[config.mk]
export PLATFORM = sky130hd
export DESIGN_NAME = book_event_mux
export DESIGN_NICKNAME = d
export VERILOG_FILES = /design/src/rtl/book_event_mux.sv
export SDC_FILE = /design/constraint.sdc
export NUM_CORES = 1
export LEC_CHECK = 0
export ABC_AREA = 1
export BUFFER_PORTS_ARGS = -buffer_cell sky130_fd_sc_hd__buf_2
export CAP_MARGIN = 10
export CORE_UTILIZATION = 48
export DETAILED_ROUTE_END_ITERATION = 8
export GPL_TIMING_DRIVEN = 0
export PLACE_DENSITY = 0.79
export SYNTH_ARGS = -nofsm -noshare
export SYNTH_HDL_FRONTEND = slang
export SYNTH_SLANG_ARGS = --single-unit
[constraint.sdc]
create_clock -name clkIn -period 12.95 [get_ports clkIn]
set_input_delay 1.9425 -clock clkIn [delete_from_list [all_inputs] [get_ports clkIn]]
set_output_delay 1.9425 -clock clkIn [all_outputs]
set_load 0.05 [all_outputs]
[src/rtl/book_event_mux.sv]
// book_event_mux: merges per-channel ITCH book events into one valid/ready stream.
// Optional BOOK_EVT_DROP_CNT_EN builds saturating 16-bit per-channel drop counters.
module book_event_mux #(
  parameter int N_CH   = 2,
  parameter int DEPTH  = 4,
  parameter int DATA_W = 177
) (
  input  logic                     clkIn,
  input  logic                     rstBIn,
  input  logic                     flushIn,
  input  logic [N_CH-1:0]          chValidIn,
  input  logic [2*N_CH-1:0]        chTypeIn,
  input  logic [N_CH*DATA_W-1:0]   chDataIn,
  output logic                     outValidOut,
  input  logic                     outReadyIn,
  output logic [1:0]               outTypeOut,
  output logic [$clog2(N_CH)-1:0]  outChOut,
  output logic [DATA_W-1:0]        outDataOut,
  output logic                     overflowOut,
  output logic [16*N_CH-1:0]       dropCntOut
);

  localparam int PW   = $clog2(DEPTH);
  localparam int CW   = $clog2(N_CH);
  localparam int CNTW = PW + 1;
  localparam int EW   = DATA_W + 2;

  logic [N_CH-1:0]    empty;
  logic [N_CH-1:0]    pop;
  logic [N_CH-1:0]    drop;
  logic [N_CH*EW-1:0] headFlat;
  logic [CW-1:0]      lastGrant;
  logic [CW-1:0]      grantCh;
  logic [CW-1:0]      cand;
  logic               grantVld;
  logic               loadable;
  logic               doGrant;

  assign loadable = !outValidOut || outReadyIn;
  assign doGrant  = grantVld && loadable && !flushIn;

  // Round-robin pick: scan far-to-near so the channel right after lastGrant wins.
  always_comb begin
    grantVld = 1'b0;
    grantCh  = '0;
    cand     = '0;
    for (int k = N_CH; k >= 1; k--) begin
      cand = CW'((int'(lastGrant) + k) % N_CH);
      if (!empty[cand]) begin
        grantVld = 1'b1;
        grantCh  = cand;
      end
    end
  end

  for (genvar i = 0; i < N_CH; i++) begin : gCh
    logic [EW-1:0]   mem [DEPTH];
    logic [PW-1:0]   rdPtr;
    logic [PW-1:0]   wrPtr;
    logic [CNTW-1:0] count;
    logic            legal;
    logic            full;
    logic            wrEn;

    assign legal = chValidIn[i] && (chTypeIn[2*i +: 2] != 2'b00) && !flushIn;
    assign full  = (count == CNTW'(DEPTH));
    assign pop[i]  = doGrant && (grantCh == CW'(i));
    assign wrEn    = legal && (!full || pop[i]);
    assign drop[i] = legal && full && !pop[i];
    assign empty[i] = (count == '0);
    assign headFlat[i*EW +: EW] = mem[rdPtr];

    // Event storage; type travels with the payload.
    always_ff @(posedge clkIn) begin
      if (wrEn) begin
        mem[wrPtr] <= {chTypeIn[2*i +: 2], chDataIn[i*DATA_W +: DATA_W]};
      end
    end

    // FIFO pointers and occupancy; flush empties the queue.
    always_ff @(posedge clkIn or negedge rstBIn) begin
      if (!rstBIn) begin
        rdPtr <= '0;
        wrPtr <= '0;
        count <= '0;
      end else if (flushIn) begin
        rdPtr <= '0;
        wrPtr <= '0;
        count <= '0;
      end else begin
        if (wrEn) wrPtr <= wrPtr + PW'(1);
        if (pop[i]) rdPtr <= rdPtr + PW'(1);
        count <= count + CNTW'(wrEn) - CNTW'(pop[i]);
      end
    end

`ifdef BOOK_EVT_DROP_CNT_EN
    logic [15:0] dropCnt;

    // Saturating drop counter; survives flush.
    always_ff @(posedge clkIn or negedge rstBIn) begin
      if (!rstBIn) begin
        dropCnt <= '0;
      end else if (drop[i] && (dropCnt != 16'hFFFF)) begin
        dropCnt <= dropCnt + 16'd1;
      end
    end

    assign dropCntOut[16*i +: 16] = dropCnt;
`else
    assign dropCntOut[16*i +: 16] = 16'h0;
`endif
  end

  // Output register and arbiter state; holds while stalled.
  always_ff @(posedge clkIn or negedge rstBIn) begin
    if (!rstBIn) begin
      outValidOut <= 1'b0;
      outTypeOut  <= '0;
      outChOut    <= '0;
      outDataOut  <= '0;
      lastGrant   <= CW'(N_CH - 1);
    end else if (flushIn) begin
      outValidOut <= 1'b0;
    end else if (loadable) begin
      outValidOut <= grantVld;
      if (grantVld) begin
        {outTypeOut, outDataOut} <= headFlat[grantCh*EW +: EW];
        outChOut  <= grantCh;
        lastGrant <= grantCh;
      end
    end
  end

  // Sticky overflow flag.
  always_ff @(posedge clkIn or negedge rstBIn) begin
    if (!rstBIn) begin
      overflowOut <= 1'b0;
    end else if (|drop) begin
      overflowOut <= 1'b1;
    end
  end

endmodule

==> qor.csv <==
metric;value;unit
r2r-end;gCh[0].mem[3][148]$_DFFE_PP_;
cp_slowest_stage_delay;810;ps
rsz0062_at_grt;no;
grt_use_met1;34.0;%
cp.required;13440;ps
dp_hpwl;120000;µm
final.fill_count;9544;
wirelength;184000;µm
clock.fmax;243;MHz
finalMaxSlewViolations;0;
drive_gt1_share;19.5;%
clk_latency;840;ps
yosysUniqueCellTypes;35;
final_common_cell;edfxtp_1;
antenna_left;0;
grtUsageTotal;27.6;%
grt_max_degree;86;
critPathKind;in2reg;
cts_inserted_buffers;161;
dp_slack;8060;ps
vias_per_cell;5.83;
ys_ff_latch;1629;
rr_worst_depth;10;
synth-edff-count;1432;
syn2layout_area_growth;19.9;%
stdcell_area;74300;µm²
slew_headroom;38.9;%
cts_root_buffer;clkbuf_16;
endpoint_kind;flip-flop;
ys.flop_type;edfxtp_1;
clk_path_buf_depth;3;
grt_pass1_wl;264000;µm
clock_skew;36.2;ps
met3_usage;8.53;%
drtIter0Drc;5342;
setup_viol;0;
grt_pass1_vias;41900;
drcViolationCount;0;
holdWs;463;ps
path_common_cell;buf_12;
status;finished, final reports clean;
cts.htree.levels;4;
max_cap_violations;0;
r2r-start;outValidOut$_DFFE_PN0P_;
fp.dieH;361;µm
hold_viol;0;
peakVddDrop;0.168;mV
io_buffer_count;545;
die_w;361;µm
die-area;131000;µm²
p_leak;27.1;nW
overflow;0;
synth_area;62000;µm²
powerDensity;224;nW/µm²
layout_setup_ws;8840;ps
first_pass_iters;6;
crit_slowest_cell;nor2_4;
cts_setup_buffers;0;
cp_cell_sequence;buf_2, inv_2, nand2_4, nor2_8, nand2_4, nand2_1, nand2_1, nor2_4, buf_12, buf_12, buf_12;
place_congestion;0.827;
initial_core_util;48.5;%
syn_area_per_cell;13.5;µm²
path_clk_slew;60;ps
finalCriticalPeriod;4110;ps
hold_path.startpoint;lastGrant$_DFFE_PN1P_;
postSynthCellCount;4583;
ios;578;
yosysWarnings;0;
min_to;lastGrant$_DFFE_PN1P_;
placed_cell_area;68400;µm²
synthArstFlopShare;12.1;%
cts_num_sinks;1629;
finalCritPeriodShare;31.7;%
ctsResizeCount;0;
top_usage_layer;met2;
layout_common_cells;edfxtp_1, nor2_1, o21ai_0;
yosysSeqAreaShare;77.3;%
fin_util;58.1;%
cts_hold_buf;0;
vias;42300;
reg2reg_slack;9680;ps
cp_max_fo;28;
grt_util_met2;43.7;%
hp-class;reg2reg;
final_nets;5764;
startpoint_type;input port;
hold_path_depth;2;
tightest_slew;915;ps
core_region_area;128000;µm²
antenna_found_initial;113;
avgRoutedWirePerCell;25.4;µm
cts_tree;yes;
rows;131;
critPathArrivalTime;4600;ps
==> cell usage after synthesis (10+ instances only) <==
cell type	instances	area, µm²
buf_6	34	383
dfrtp_1	196	4900
o21ai_0	721	3610
clkbuf_1	140	526
clkbuf_2	10	50.1
buf_2	74	370
nand3_1	188	941
buf_4	64	480
inv_1	23	86.3
nor2_1	729	2740
o22ai_1	358	2240
nand2_1	560	2100
edfxtp_1	1432	43000
ha_1	12	150
==> layer usage <==
metal | part of all wire [%] | routed length [µm] | up-vias
met4 | 5.1 | 9370 | 86
met2 | 47 | 87400 | 2491
li1 | - | - | 18400
met3 | 11 | 20500 | 518
met1 | 36 | 66400 | 20800
met5 | 0.31 | 565 | -
==> state kept, by name, indices dropped and copies added (netlist names) <==
| name | flops |
|---|---|
| outValidOut | 1 |
| gCh.mem | 1432 |
| overflowOut | 1 |
| outChOut | 1 |
| gCh.count | 6 |
| outTypeOut | 2 |
| lastGrant | 1 |
| gCh.wrPtr | 4 |
| outDataOut | 177 |
| gCh.rdPtr | 4 |
==> cell type report <==
class | count | area [µm²] | area share [%]
well taps | 1662 | 2080 | 2.80
flip-flops and latches | 1629 | 47900 | 64.5
repair buffers | 609 | 4140 | 5.57
clock buffers | 216 | 4470 | 6.01
multi-input cells | 2626 | 12200 | 16.4
plain buffers | 328 | 1900 | 2.56
clock inverters | 86 | 1280 | 1.73
diodes | 71 | 178 | 0.239
inverters | 31 | 125 | 0.168
==> metrics by stage <==
| stage | setup TNS (ps) | power, W | cells |
|---|---|---|---|
| after global routing | 0 | 0.0172 | 7237 |
| after global placement | -6325310 | 0.0116 | 6821 |
| final | 0 | 0.0166 | 7258 |
| after detailed placement | 0 | 0.0116 | 6885 |
| after CTS | 0 | 0.0166 | 7187 |
| after floorplan | 0 | 0.00984 | 4614 |
==> cells by family (layout without fill, tap and decap cells) <==
| family | after synthesis | after routing | share of synthesized area [%] |
|---|---|---|---|
| AND/OR/NAND/NOR | 1490 | 1490 | 9.51 |
| adder cells (fa/ha/maj) | 14 | 14 | 0.307 |
| XOR/XNOR | 3 | 3 | 0.0424 |
| AO/OA/AOI/OAI | 1087 | 1087 | 9.53 |
| buffers and inverters | 359 | 1270 | 3.27 |
| flip-flops | 1629 | 1629 | 77.3 |
| other | 1 | 103 | 0.00605 |
==> worst max-delay path: cells and delay by family <==
| kind | cells | cell delay, ps |
|---|---|---|
| buf+inv | 5 | 1060 |
| simple gates | 6 | 1480 |
==> where the power goes <==
group | switching [W] | internal, W
sequential | 0.000255 | 0.00624
clock | 0.00207 | 0.00292
combinational | 0.00381 | 0.00132
total | 0.00613 | 0.0105
==> how the worst max path moves through the flow <==
stage	start	to	slack [ps]	cells past startpoint
floorplan	outReadyIn	gCh[1].mem[0][0]$_DFFE_PP_	2220	8
global placement	outReadyIn	gCh[0].mem[3][147]$_DFFE_PP_	-4820	9
detailed placement	flushIn	gCh[0].mem[3][147]$_DFFE_PP_	8060	11
CTS	flushIn	gCh[0].mem[3][146]$_DFFE_PP_	8940	11
global route	flushIn	gCh[0].mem[3][147]$_DFFE_PP_	8780	11
finish	flushIn	gCh[0].mem[3][148]$_DFFE_PP_	8840	11
Note: power is estimated with default switching activity, not from simulation.
